<file path="config.mk">
export PLATFORM = sky130hd
export DESIGN_NAME = uart_rx_fifo
export DESIGN_NICKNAME = d
export VERILOG_FILES = /design/src/rtl/uart_rx_fifo.sv
export SDC_FILE = /design/constraint.sdc
export NUM_CORES = 1
export LEC_CHECK = 0
export BUFFER_PORTS_ARGS = -buffer_cell sky130_fd_sc_hd__buf_4
export CORE_MARGIN = 2
export CORE_UTILIZATION = 45
export CTS_CLUSTER_DIAMETER = 150
export DETAILED_ROUTE_END_ITERATION = 16
export PLACE_DENSITY_LB_ADDON = 0.1
export SLEW_MARGIN = 20
export SYNTH_ARGS = -nofsm -noshare
export SYNTH_HDL_FRONTEND = slang
export SYNTH_SLANG_ARGS = --single-unit
</file>
<file path="constraint.sdc">
create_clock -name clk -period 3.2 [get_ports clk]
set_input_delay 0.16 -clock clk [delete_from_list [all_inputs] [get_ports clk]]
set_output_delay 0.16 -clock clk [all_outputs]
set_load 0.005 [all_outputs]
</file>
<file path="src/rtl/uart_rx_fifo.sv">
// Oversampled UART receiver (LSB first) feeding a first-word-fall-through receive FIFO.
// Define UART_RX_PARITY_EN to add a parity bit between the data bits and the stop bit.
module uart_rx_fifo #(
   parameter int DATA_BITS  = 8,
   parameter int OSR        = 16,
   parameter int FIFO_DEPTH = 4,
   parameter int PARITY_ODD = 0
) (
   input  logic                              clk,
   input  logic                              reset,
   input  logic                              tick,
   input  logic                              rx_in,
   output logic [DATA_BITS-1:0]              m_data,
   output logic                              m_valid,
   input  logic                              m_ready,
   output logic                              frame_err,
   output logic                              parity_err,
   output logic                              overrun,
   output logic [$clog2(FIFO_DEPTH+1)-1:0]   fifo_count
);

   localparam int CW = $clog2(OSR);
   localparam int IW = $clog2(DATA_BITS + 1);
   localparam int PW = $clog2(FIFO_DEPTH);
   localparam int NW = $clog2(FIFO_DEPTH + 1);
   localparam logic [CW-1:0] HALF_M1  = CW'(OSR / 2 - 1);
   localparam logic [CW-1:0] FULL_M1  = CW'(OSR - 1);
   localparam logic [IW-1:0] LAST_IDX = IW'(DATA_BITS - 1);
   localparam logic [NW-1:0] DEPTH_N  = NW'(FIFO_DEPTH);

   typedef enum logic [2:0] {
      S_IDLE, S_START, S_DATA, S_STOP
`ifdef UART_RX_PARITY_EN
      , S_PARITY
`endif
   } state_t;

   state_t                 state_q;
   logic [CW-1:0]          cnt_q;
   logic [IW-1:0]          idx_q;
   logic [DATA_BITS-1:0]   shreg_q;
   logic                   perr_q, frame_err_q, parity_err_q, overrun_q;
   logic                   sync1_q, sync2_q, rx_s;
   logic                   bit_tick, stop_tick, push;

   logic [DATA_BITS-1:0]   mem_q [FIFO_DEPTH];
   logic [DATA_BITS-1:0]   head_q, head_d;
   logic [PW-1:0]          rd_ptr_q, rd_ptr_d, wr_ptr_q, wr_ptr_d;
   logic [NW-1:0]          count_q, count_d;
   logic                   valid_q, pop, full, wr_en;

   always_ff @(posedge clk or negedge reset) begin
      if (!reset) begin
         sync1_q <= 1'b1;
         sync2_q <= 1'b1;
      end else begin
         sync1_q <= rx_in;
         sync2_q <= sync1_q;
      end
   end
   assign rx_s = sync2_q;

   assign bit_tick  = tick && (state_q == S_DATA) && (cnt_q == FULL_M1);
   assign stop_tick = tick && (state_q == S_STOP) && (cnt_q == FULL_M1);
   assign push      = stop_tick && rx_s && !perr_q;

   always_ff @(posedge clk or negedge reset) begin
      if (!reset) begin
         state_q      <= S_IDLE;
         cnt_q        <= '0;
         idx_q        <= '0;
         perr_q       <= 1'b0;
         frame_err_q  <= 1'b0;
         parity_err_q <= 1'b0;
      end else begin
         frame_err_q  <= 1'b0;
         parity_err_q <= 1'b0;
         if (tick) begin
            case (state_q)
               S_IDLE: begin
                  if (!rx_s) begin
                     state_q <= S_START;
                     cnt_q   <= '0;
                  end
               end
               S_START: begin
                  // A start bit that is gone by mid-bit is a glitch, not a frame.
                  if (cnt_q == HALF_M1) begin
                     cnt_q   <= '0;
                     idx_q   <= '0;
                     perr_q  <= 1'b0;
                     state_q <= rx_s ? S_IDLE : S_DATA;
                  end else begin
                     cnt_q <= cnt_q + CW'(1);
                  end
               end
               S_DATA: begin
                  if (cnt_q == FULL_M1) begin
                     cnt_q <= '0;
                     idx_q <= idx_q + IW'(1);
                     if (idx_q == LAST_IDX) begin
`ifdef UART_RX_PARITY_EN
                        state_q <= S_PARITY;
`else
                        state_q <= S_STOP;
`endif
                     end
                  end else begin
                     cnt_q <= cnt_q + CW'(1);
                  end
               end
`ifdef UART_RX_PARITY_EN
               S_PARITY: begin
                  if (cnt_q == FULL_M1) begin
                     perr_q  <= (((^shreg_q) ^ rx_s) != (PARITY_ODD != 0));
                     cnt_q   <= '0;
                     state_q <= S_STOP;
                  end else begin
                     cnt_q <= cnt_q + CW'(1);
                  end
               end
`endif
               S_STOP: begin
                  // Leave at mid stop bit so a back-to-back start edge is not missed.
                  if (cnt_q == FULL_M1) begin
                     cnt_q        <= '0;
                     state_q      <= S_IDLE;
                     frame_err_q  <= !rx_s;
                     parity_err_q <= perr_q;
                  end else begin
                     cnt_q <= cnt_q + CW'(1);
                  end
               end
               default: state_q <= S_IDLE;
            endcase
         end
      end
   end

   always_ff @(posedge clk) begin
      if (bit_tick) shreg_q <= {rx_s, shreg_q[DATA_BITS-1:1]};
   end

   assign pop   = valid_q && m_ready;
   assign full  = (count_q == DEPTH_N);
   assign wr_en = push && (!full || pop);

   always_comb begin
      count_d  = count_q + NW'(wr_en) - NW'(pop);
      rd_ptr_d = rd_ptr_q + PW'(pop);
      wr_ptr_d = wr_ptr_q + PW'(wr_en);
      head_d   = head_q;
      // The head register mirrors mem[rd_ptr], bypassing a word written into an emptying FIFO.
      if (wr_en && ((count_q == '0) || (pop && (count_q == NW'(1)))))
         head_d = shreg_q;
      else if (pop && (count_q > NW'(1)))
         head_d = mem_q[rd_ptr_q + PW'(1)];
   end

   always_ff @(posedge clk or negedge reset) begin
      if (!reset) begin
         count_q   <= '0;
         rd_ptr_q  <= '0;
         wr_ptr_q  <= '0;
         valid_q   <= 1'b0;
         head_q    <= '0;
         overrun_q <= 1'b0;
      end else begin
         count_q   <= count_d;
         rd_ptr_q  <= rd_ptr_d;
         wr_ptr_q  <= wr_ptr_d;
         valid_q   <= (count_d != '0);
         head_q    <= head_d;
         overrun_q <= push && full && !pop;
      end
   end

   always_ff @(posedge clk) begin
      if (wr_en) mem_q[wr_ptr_q] <= shreg_q;
   end

   assign m_data     = head_q;
   assign m_valid    = valid_q;
   assign fifo_count = count_q;
   assign frame_err  = frame_err_q;
   assign overrun    = overrun_q;
`ifdef UART_RX_PARITY_EN
   assign parity_err = parity_err_q;
`else
   assign parity_err = 1'b0;
`endif

endmodule
</file>
# Yosys cells after proc, flatten, opt, wreduce, memory -nomap -nowiden
# Memory sizes are Yosys's and may differ from the RTL's.
# Index checks and enable logic that the tools add are counted.
dict set report word_totals {
  reg_bits 39
  mem_bits_rw 32
  input_bits 5
  out_inout_bits 15
  n_memories 1
}
dict set report op_classes {
  n_addsub 7
  n_lt_le_gt_ge 1
  n_eq_ne 13
  n_mux 21
  n_reduce_logical 27
}
# memory words word_bits rd rd_ports_with_merged_regs wr line
set memory_table {}
lappend memory_table {mem_q 4 8 1 0 1 46} ;# logic [DATA_BITS-1:0] mem_q [FIFO_DEPTH];
# cell count
set op_table {}
lappend op_table {{two-way mux 4 bit} 5}
lappend op_table {{two-way mux 8 bit} 2}
lappend op_table {{two-way mux 3 bit} 5}
lappend op_table {{logical AND 1 bit} 12}
lappend op_table {{case mux 3 bit (4 select lines)} 1}
lappend op_table {{case mux 4 bit (3 select lines)} 1}
lappend op_table {{adder 4 x 1 -> 4 bit, second input constant} 2}
lappend op_table {{== test 4 x 3 -> 1 bit, second input constant} 2}
lappend op_table {{case mux 4 bit (2 select lines)} 1}
lappend op_table {{== test 3 x 1 -> 1 bit, second input constant} 2}
lappend op_table {{== test 3 x 2 -> 1 bit, second input constant} 2}
lappend op_table {{logical NOT 3 bit} 2}
lappend op_table {{!= test 2 x 1 -> 1 bit, second input constant} 3}
lappend op_table {{AND reduction 6 bit} 1}
lappend op_table {{nonzero test 3 bit} 2}
lappend op_table {{two-way mux 1 bit} 5}
lappend op_table {{adder 2 x 1 -> 2 bit} 2}
lappend op_table {{== test 4 bit, second input constant} 1}
lappend op_table {{!= test 2 bit, second input constant} 2}
lappend op_table {{AND reduction 4 bit} 1}
lappend op_table {{nonzero test 2 bit} 2}
lappend op_table {{adder 3 x 1 -> 3 bit} 1}
lappend op_table {{== test 3 bit, second input constant} 1}
lappend op_table {{> comparator 3 x 1 -> 1 bit, second input constant} 1}
lappend op_table {{7 further kinds} 10}

# Logic depth before layout (Yosys ltp)
# Gate-level depths: netlist (run 1).
dict set report logic_depth {
  ltp_word 8
  mapped_depth 10
  ltp_nobuf 10
}

# Least setup slack after synthesis (run 1)
# Ideal clock, no wire load.
dict set report synth_timing {
  path_type {reg-to-reg}
  from {reg count_q[0], in the netlist fifo_count[0]}
  to {reg valid_q, in the netlist m_valid}
  setup_ps 131
  arrival_ps 2308
  slack_ps 761
  stages_incl_launch_ff 8
  n_path_buf 0
  period_less_slack_ps 2439
  path_cell_list {dfrtp_1 -> or4_1 -> nand3_1 -> ha_1 -> inv_1 -> ha_1 -> fa_1 -> or3_1}
}
dict set report synth_between {
  elab_chain_cells 7
}
# item line
set synth_rtl {}
lappend synth_rtl {{start, declared} 49} ;# logic [NW-1:0] count_q, count_d;
lappend synth_rtl {{start signal, assigned} 169} ;# count_q <= count_d;
lappend synth_rtl {{== test 3 bit} 145} ;# assign full = (count_q == DEPTH_N);
lappend synth_rtl {{logical NOT 1 bit} 146} ;# assign wr_en = push && (!full || pop);
lappend synth_rtl {{logical OR 1 bit} 146}
lappend synth_rtl {{logical AND 1 bit} 146}
lappend synth_rtl {{adder 3 x 1 -> 3 bit *} 149} ;# count_d = count_q + NW'(wr_en) - NW'(pop);
lappend synth_rtl {{subtractor 3 x 1 -> 3 bit *} 149}
lappend synth_rtl {{net count_d[1]} 49}
lappend synth_rtl {{nonzero test 3 bit *} 172} ;# valid_q <= (count_d != '0);
lappend synth_rtl {{end signal, assigned} 172}
lappend synth_rtl {{end, declared} 50} ;# logic valid_q, pop, full, wr_en;
# Mark *: on every way through the listed nets, which the timed path passes. The rest lies on a longest branch.
# A chain may end at the register's enable or synchronous reset.

# Worst setup path after layout (run 1)
dict set report layout_timing {
  from {reg cnt_q[0]}
  to {reg valid_q, in the netlist m_valid}
}
dict set report layout_between {
  elab_chain_cells 7
}
# item line
set layout_rtl {}
lappend layout_rtl {{start, declared} 39} ;# logic [CW-1:0] cnt_q;
lappend layout_rtl {{start signal, assigned} 94} ;# cnt_q <= cnt_q + CW'(1);
lappend layout_rtl {{start signal, assigned} 109} ;# cnt_q <= cnt_q + CW'(1);
lappend layout_rtl {{start signal, assigned} 131} ;# cnt_q <= cnt_q + CW'(1);
lappend layout_rtl {{== test 4 bit} 64} ;# assign stop_tick = tick && (state_q == S_STOP) && (cnt_q == FULL_M1);
lappend layout_rtl {{logical AND 1 bit} 64}
lappend layout_rtl {{logical AND 1 bit} 65} ;# assign push = stop_tick && rx_s && !perr_q;
lappend layout_rtl {{logical AND 1 bit} 146}
lappend layout_rtl {{adder 3 x 1 -> 3 bit} 149}
lappend layout_rtl {{subtractor 3 x 1 -> 3 bit} 149}
lappend layout_rtl {{net count_d[1]} 49}
lappend layout_rtl {{nonzero test 3 bit} 172}
# The timed path passes the listed nets, and every way through them passes these cells.

==> impl_metrics.toml, run 1 <==
[status]
status = "finished clean"

[finish]
fillers = 526
final_nets = 232
areaGrowthSynthToFinish_pct = 13.3
antenna_cells = 0
drive_above_1_share_pct = 26.0
finalNonFillerCells = 300

[sta]
relSlewSlack_pct = 46.5
rsz0062_at_grt = "no"
min_period_over_period_pct = 82.6
slew_violations = 0
setup_viol = 0
fmax_mhz = 378
clock_skew_ps = 6.80
finalSetupTns_ps = 0
worst_slew_pin_slew_ps = 802
finalHoldViolCount = 0
holdWs_ps = 178
final.min_clock_period_ps = 2640

[min_path]
hold_class = "primary input to register"

[logic_synthesis]
synthArstFlopShare_pct = 42.9
yosysTopAreaCell = "edfxtp_1"
syn_area_um2 = 2950
synth_cell_type_count = 41
ys_seq_elements = 70
synth_common_cells = "edfxtp_1 (40), dfrtp_1 (28), nor2_1 (12), mux2i_1 (10), nand2_1 (10)"
synth.most_common_cell = "edfxtp_1"
synth_top_area_share_pct = 40.7
ys.flop_type = "edfxtp_1"
synth_edf_count = 40
syn_inst = 193
yosys_warnings = 0
syn_nets = 207
synthTopCellsByArea = "edfxtp_1 (41%), dfrtp_1 (24%), mux4_2 (6.1%), ha_1 (3.4%), mux2i_1 (3.4%)"
avgSynthCellArea_um2 = 15.3
synth-seq-area-share_pct = 66.2

[power_and_ir_drop]
pwr-share-clk_pct = 23.5
irDropWorstVdd_uv = 395
p_int_mw = 1.80
total_leakage_power_nw = 1.35
p_seq_share_pct = 49.5
switchingPower_mw = 0.788
combPwrFrac_pct = 27.1
cellPowerDensity_nw_per_um2 = 774
p_sw_share_pct = 30.5

[placed_design]
place.gp.congestion = 0.793
dp_hpwl_um = 3380
dp.cells = 282
numPortBuffers = 18

[die]
die_x_um = 85.0
die-area_um2 = 7220
fp-row-count = 29
core_area_um2 = 6350
die-height_um = 85.0
start_util_pct = 46.5
io_pins = 20

[detailed_routing]
routed_wl_um = 5250
vias = 1620
drt_iter0_markers = 92
ant_nets = 0
first_pass_iters = 5
route.detailed.drc = 0
post_drt_wl_per_cell_um = 17.5
viasPerCell = 5.40

[run]
cap_violations = 0

[clock_tree]
cts_buffers = 9
cts_resized = 0
clk_latency_ps = 330
htree_num_levels = 3
cts_setup_buffers = 0
cts-root-buf = "clkbuf_8"
cts_tree = "built"
cts.hold.buffers_added = 2
cts_buffer_depth = 2
clk_pin_slew_ps = 70
cts_sinks = 70

[global_routing]
grt_pass1_wl_um = 8760
antenna_found_initial = 0
grt_usage_pct = 16.3
grt.overflow.total = 0
grt_max_degree = 31
grt_pass1_vias = 1656

[worst_setup_path]
criticalPathCategory = "register to register"
critical_path_arrival_ps = 2850
worstPathMaxFanout = 5
required_ps = 3410
crit_path_end_kind = "register"
start_kind = "register"
metal layers:
| layer | routed length (µm) | GRT usage (%) | vias to the layer above |
|---|---|---|---|
| met5 | 0 | 0 | - |
| met4 | 54 | 5.19 | 0 |
| met3 | 201 | 4.96 | 6 |
| met2 | 2680 | 26.9 | 39 |
| met1 | 2310 | 20.8 | 800 |
| li1 | - | - | 775 |
worst max-delay path, cell delays in order, from the launching register on:
cell and delay (ps):
dfrtp_1 400, ha_1 250, nand4_2 170, nor2_1 140, nand3_1 170, ha_1 330, inv_1 40, ha_1 180
fa_1 460, or3_1 390
path summary, 6_finish.rpt:
path / start / end / slack, ps / cells after the start
min: tick / overrun / 180 / 3
max reg2reg: cnt_q[0] / m_valid / 560 / 9
max: cnt_q[0] / m_valid / 560 / 9
max in group asynchronous: reset / sync1_q / 2570 / 2
min in group asynchronous: reset / m_data[1] / 300 / 2
min reg2reg: sync1_q / rx_s / 360 / 0
cell type report:
type	count	area, µm²	area share (%)
tap	77	96.3	2.88
sequential	70	1950	58.5
multi-input combinational	106	917	27.4
inverter	8	30.0	0.899
timing repair buffer	23	178	5.32
clock inverter	5	25.0	0.749
clock buffer	11	141	4.23
state kept, by name, indices dropped and copies added, names as in the netlist:
register and count:
state_q 2, fifo_count 3, overrun 1, shreg_q 8
m_data 8, rd_ptr_q 2, mem_q 32, m_valid 1
frame_err 1, rx_s 1, cnt_q 4, wr_ptr_q 2
idx_q 4, sync1_q 1
cells by family (layout without fill, tap and decap cells):
family	after synthesis	count (layout)	share of synthesized area, %
xor+xnor	6	6	1.78
other cells	1	1	0.127
compound gates	26	26	7.34
flops	70	70	66.2
mux	19	19	9.88
fa+ha+maj	9	9	4.07
simple gates	45	45	7.89
buf+inv	17	47	2.67
stage by stage:
| step | utilization [%] | worst slack (ps) | total power, mW | cell area, µm² |
|---|---|---|---|---|
| finish | 52.6 | 558 | 2.59 | 3340 |
| global route | 52.6 | 291 | 2.76 | 3340 |
| CTS | 52.6 | 549 | 2.62 | 3340 |
| detailed placement | 49.7 | 555 | 2.01 | 3160 |
| global placement | 49.7 | 663 | 1.98 | 3160 |
| floorplan | - | 761 | 1.77 | 2950 |
power groups by stage:
stage	Sequential, mW	Clock [mW]	Combinational (mW)
after floorplan	1.20	0	0.561
after global placement	1.30	0	0.686
after detailed placement	1.30	0	0.710
after CTS	1.28	0.622	0.714
after global routing	1.31	0.667	0.785
final	1.28	0.607	0.700
cell usage in the layout (no fill, tap or decap), types with 2 or more instances in the layout:
cell type	n
clkinv_1	2
xnor2_1	4
xor2_1	2
a221o_1	2
nor3_1	4
or2_2	2
dfrtp_1	28
inv_1	8
clkinv_2	2
nand2_1	10
edfxtp_1	40
mux4_2	8
buf_4	21
ha_1	8
nor3b_1	2
a22o_1	5
a21oi_1	3
nor2_2	2
clkbuf_8	10
mux2i_1	10
nand3_1	5
and3_1	2
a21oi_2	8
dfstp_2	2
dlygate4sd3_1	2
a21boi_0	3
nor2_1	12
Power figures use the tool's default switching activity.
==> run 2, diff against run 1 <==
--- a/config.mk
+++ b/config.mk
@@ -5,6 +5,7 @@
 export SDC_FILE = /design/constraint.sdc
 export NUM_CORES = 1
 export LEC_CHECK = 0
+export ABC_AREA = 1
 export BUFFER_PORTS_ARGS = -buffer_cell sky130_fd_sc_hd__buf_4
 export CORE_MARGIN = 2
 export CORE_UTILIZATION = 45
==> constraint.sdc (replaced) <==
create_clock -name clk -period 2.15 [get_ports clk]
set_input_delay 0.1075 -clock clk [delete_from_list [all_inputs] [get_ports clk]]
set_output_delay 0.1075 -clock clk [all_outputs]
set_load 0.005 [all_outputs]
==> run 2 against run 1 <==
The flow now finishes with violations (setup timing). Sequential cell count unchanged. Setup slack lost 670 ps. Total power up 65%. Final area increased by 13%. Clock power increased by 68%. Via count grew 34%. Clock skew is essentially flat. Combinational power is 110% higher. Critical path type unchanged. Highest routed layer unchanged.
==> impl_metrics.toml, run 2 <==
[sta]
rsz0062_at_grt = "yes"
clock_skew_ps = 6.39
holdWs_ps = 193
layout_setup_ws_ps = -112
final.min_clock_period_ps = 2260
fmax_mhz = 442
min_period_over_period_pct = 105
finalHoldViolCount = 0
setup_viol = 1
slew_violations = 0

[power_and_ir_drop]
report.power.total_mw = 4.27
irDropWorstVdd_uv = 647
total_leakage_power_nw = 1.71
cellPowerDensity_nw_per_um2 = 1130

[worst_setup_path]
critical_path_arrival_ps = 2480
crit_path_end_kind = "register"
required_ps = 2370
start_kind = "register"
reg2reg_depth = 12
r2r-end = "m_valid"
cp-startpoint = "cnt_q[1]"
criticalPathCategory = "register to register"
reg2reg_slack_ps = -110
worstPathMaxFanout = 2
crit_end = "m_valid"
r2r_start = "cnt_q[1]"

[placed_design]
dp_hpwl_um = 4260
dp.cells = 408
numPortBuffers = 18
dpl_worst_slack_ps = -156
place.gp.congestion = 0.841

[min_path]
hold_class = "primary input to register"

[die]
start_util_pct = 46.1
die-area_um2 = 7560
die-height_um = 87.0
io_pins = 20
fp-row-count = 30
core_area_um2 = 6720
die_x_um = 87.0

[finish]
drive_above_1_share_pct = 23.0
layout_common_cells = "nand2_1 (95), buf_4 (46), edfxtp_1 (40)"
largest_register_ffs = 32
finalNonFillerCells = 428
antenna_cells = 0
top_register = "mem_q"
mostFrequentLayoutCell = "nand2_1"
areaGrowthSynthToFinish_pct = 21.4
final_nets = 357

[logic_synthesis]
syn_inst = 291
ys.flop_type = "edfxtp_1"
synth-seq-area-share_pct = 63.1
synth_top_area_share_pct = 38.8
syn_nets = 305
synth_edf_count = 40
synthTopCellsByArea = "edfxtp_1 (39%), dfrtp_1 (23%), nand2_1 (12%), nand3_1 (3.6%), ha_1 (3.2%)"
yosysTopAreaCell = "edfxtp_1"
syn_area_um2 = 3100
synthArstFlopShare_pct = 42.9
synth_common_cells = "nand2_1 (95), edfxtp_1 (40), dfrtp_1 (28), nand3_1 (22), inv_1 (20)"
synth.most_common_cell = "nand2_1"
synth_cell_type_count = 32
ys_seq_elements = 70
avgSynthCellArea_um2 = 10.6
yosys_warnings = 0

[detailed_routing]
vias = 2166
first_pass_iters = 4
post_drt_wl_per_cell_um = 14.2
drt_iter0_markers = 90
routed_wl_um = 6090
viasPerCell = 5.06
route.detailed.drc = 0
ant_nets = 0

[global_routing]
grt_usage_pct = 17.8
grt_pass1_vias = 2056
antenna_found_initial = 0
grt.overflow.total = 0
grt_max_degree = 31
grt_pass1_wl_um = 9990

[clock_tree]
htree_num_levels = 3
cts_buffers = 9
cts_buffer_depth = 2
cts_sinks = 70
clk_latency_ps = 340
cts_tree = "built"
clk_pin_slew_ps = 80
cts-root-buf = "clkbuf_8"

[run]
cap_violations = 0

[status]
status = "complete, but fails checks"
violations = "setup timing"
run 2: layout make-up:
class,instances,area [µm²]
multi-input cells,192,1070
inverters,22,87.6
fillers,607,2960
flip-flops and latches,70,1950
repair buffers,48,365
well taps,80,100
clock buffers,9,124
clock inverters,7,63.8
run 2: power by group:
group	internal, mW	switching [mW]
clock	0.527	0.489
sequential	1.59	0.167
combinational	0.668	0.820
run 2: worst min path at each step:
| stage | from | to | slack (ps) | cells after the start |
|---|---|---|---|---|
| final | tick | cnt_q[3] | 190 | 5 |
| after global routing | tick | cnt_q[3] | 210 | 5 |
| after CTS | tick | cnt_q[3] | 180 | 5 |
| after detailed placement | reset | m_data[4] | 70 | 1 |
| after global placement | reset | m_data[6] | 70 | 1 |
| after floorplan | reset | cnt_q[0] | -190 | 0 |
run 2: layer usage:
layer	vias up	global-route usage [%]	share of wire [%]
met5	-	0	0
met4	0	5.68	1.7
met3	10	5.59	3.5
met2	36	28.8	50
met1	1033	23.0	45
li1	1087	-	-
run 2: metrics by stage:
step	TNS, ps	utilization [%]	instance area [µm²]
after CTS	-119	56.0	3760
after global routing	-213	56.0	3760
final	-112	56.0	3760
after global placement	-136	52.6	3530
after detailed placement	-156	52.6	3530
after floorplan	-226	-	3150
run 2: cells by family (layout without fill, tap and decap cells):
group | count (synthesis) | in the layout | synth area share, %
AO/OA/AOI/OAI | 21 | 21 | 3.59
XOR/XNOR | 4 | 4 | 1.13
adder cells (fa/ha/maj) | 9 | 9 | 3.88
buffers and inverters | 29 | 86 | 4.40
flip-flops | 70 | 70 | 63.1
other | 1 | 1 | 0.121
AND/OR/NAND/NOR | 157 | 157 | 23.8
run 2: critical path, stage by stage, from the launching register on:
cell,delay [ps]
dfrtp_1,400
ha_4,170
nand3_4,90
clkinv_4,60
nand2_4,60
nor2_8,90
nand2_4,60
ha_4,250
inv_2,30
ha_4,140
fa_2,350
xnor2_2,140
or3_1,300
run 2: repair_timing:
item,CTS,global route
endpoints found under the setup margin,1,1
hold endpoints to repair,29,0
hold buffers,2,0
gates cloned,0,0
setup buffers,2,0
gates resized for setup,1,0
pin swaps,5,1
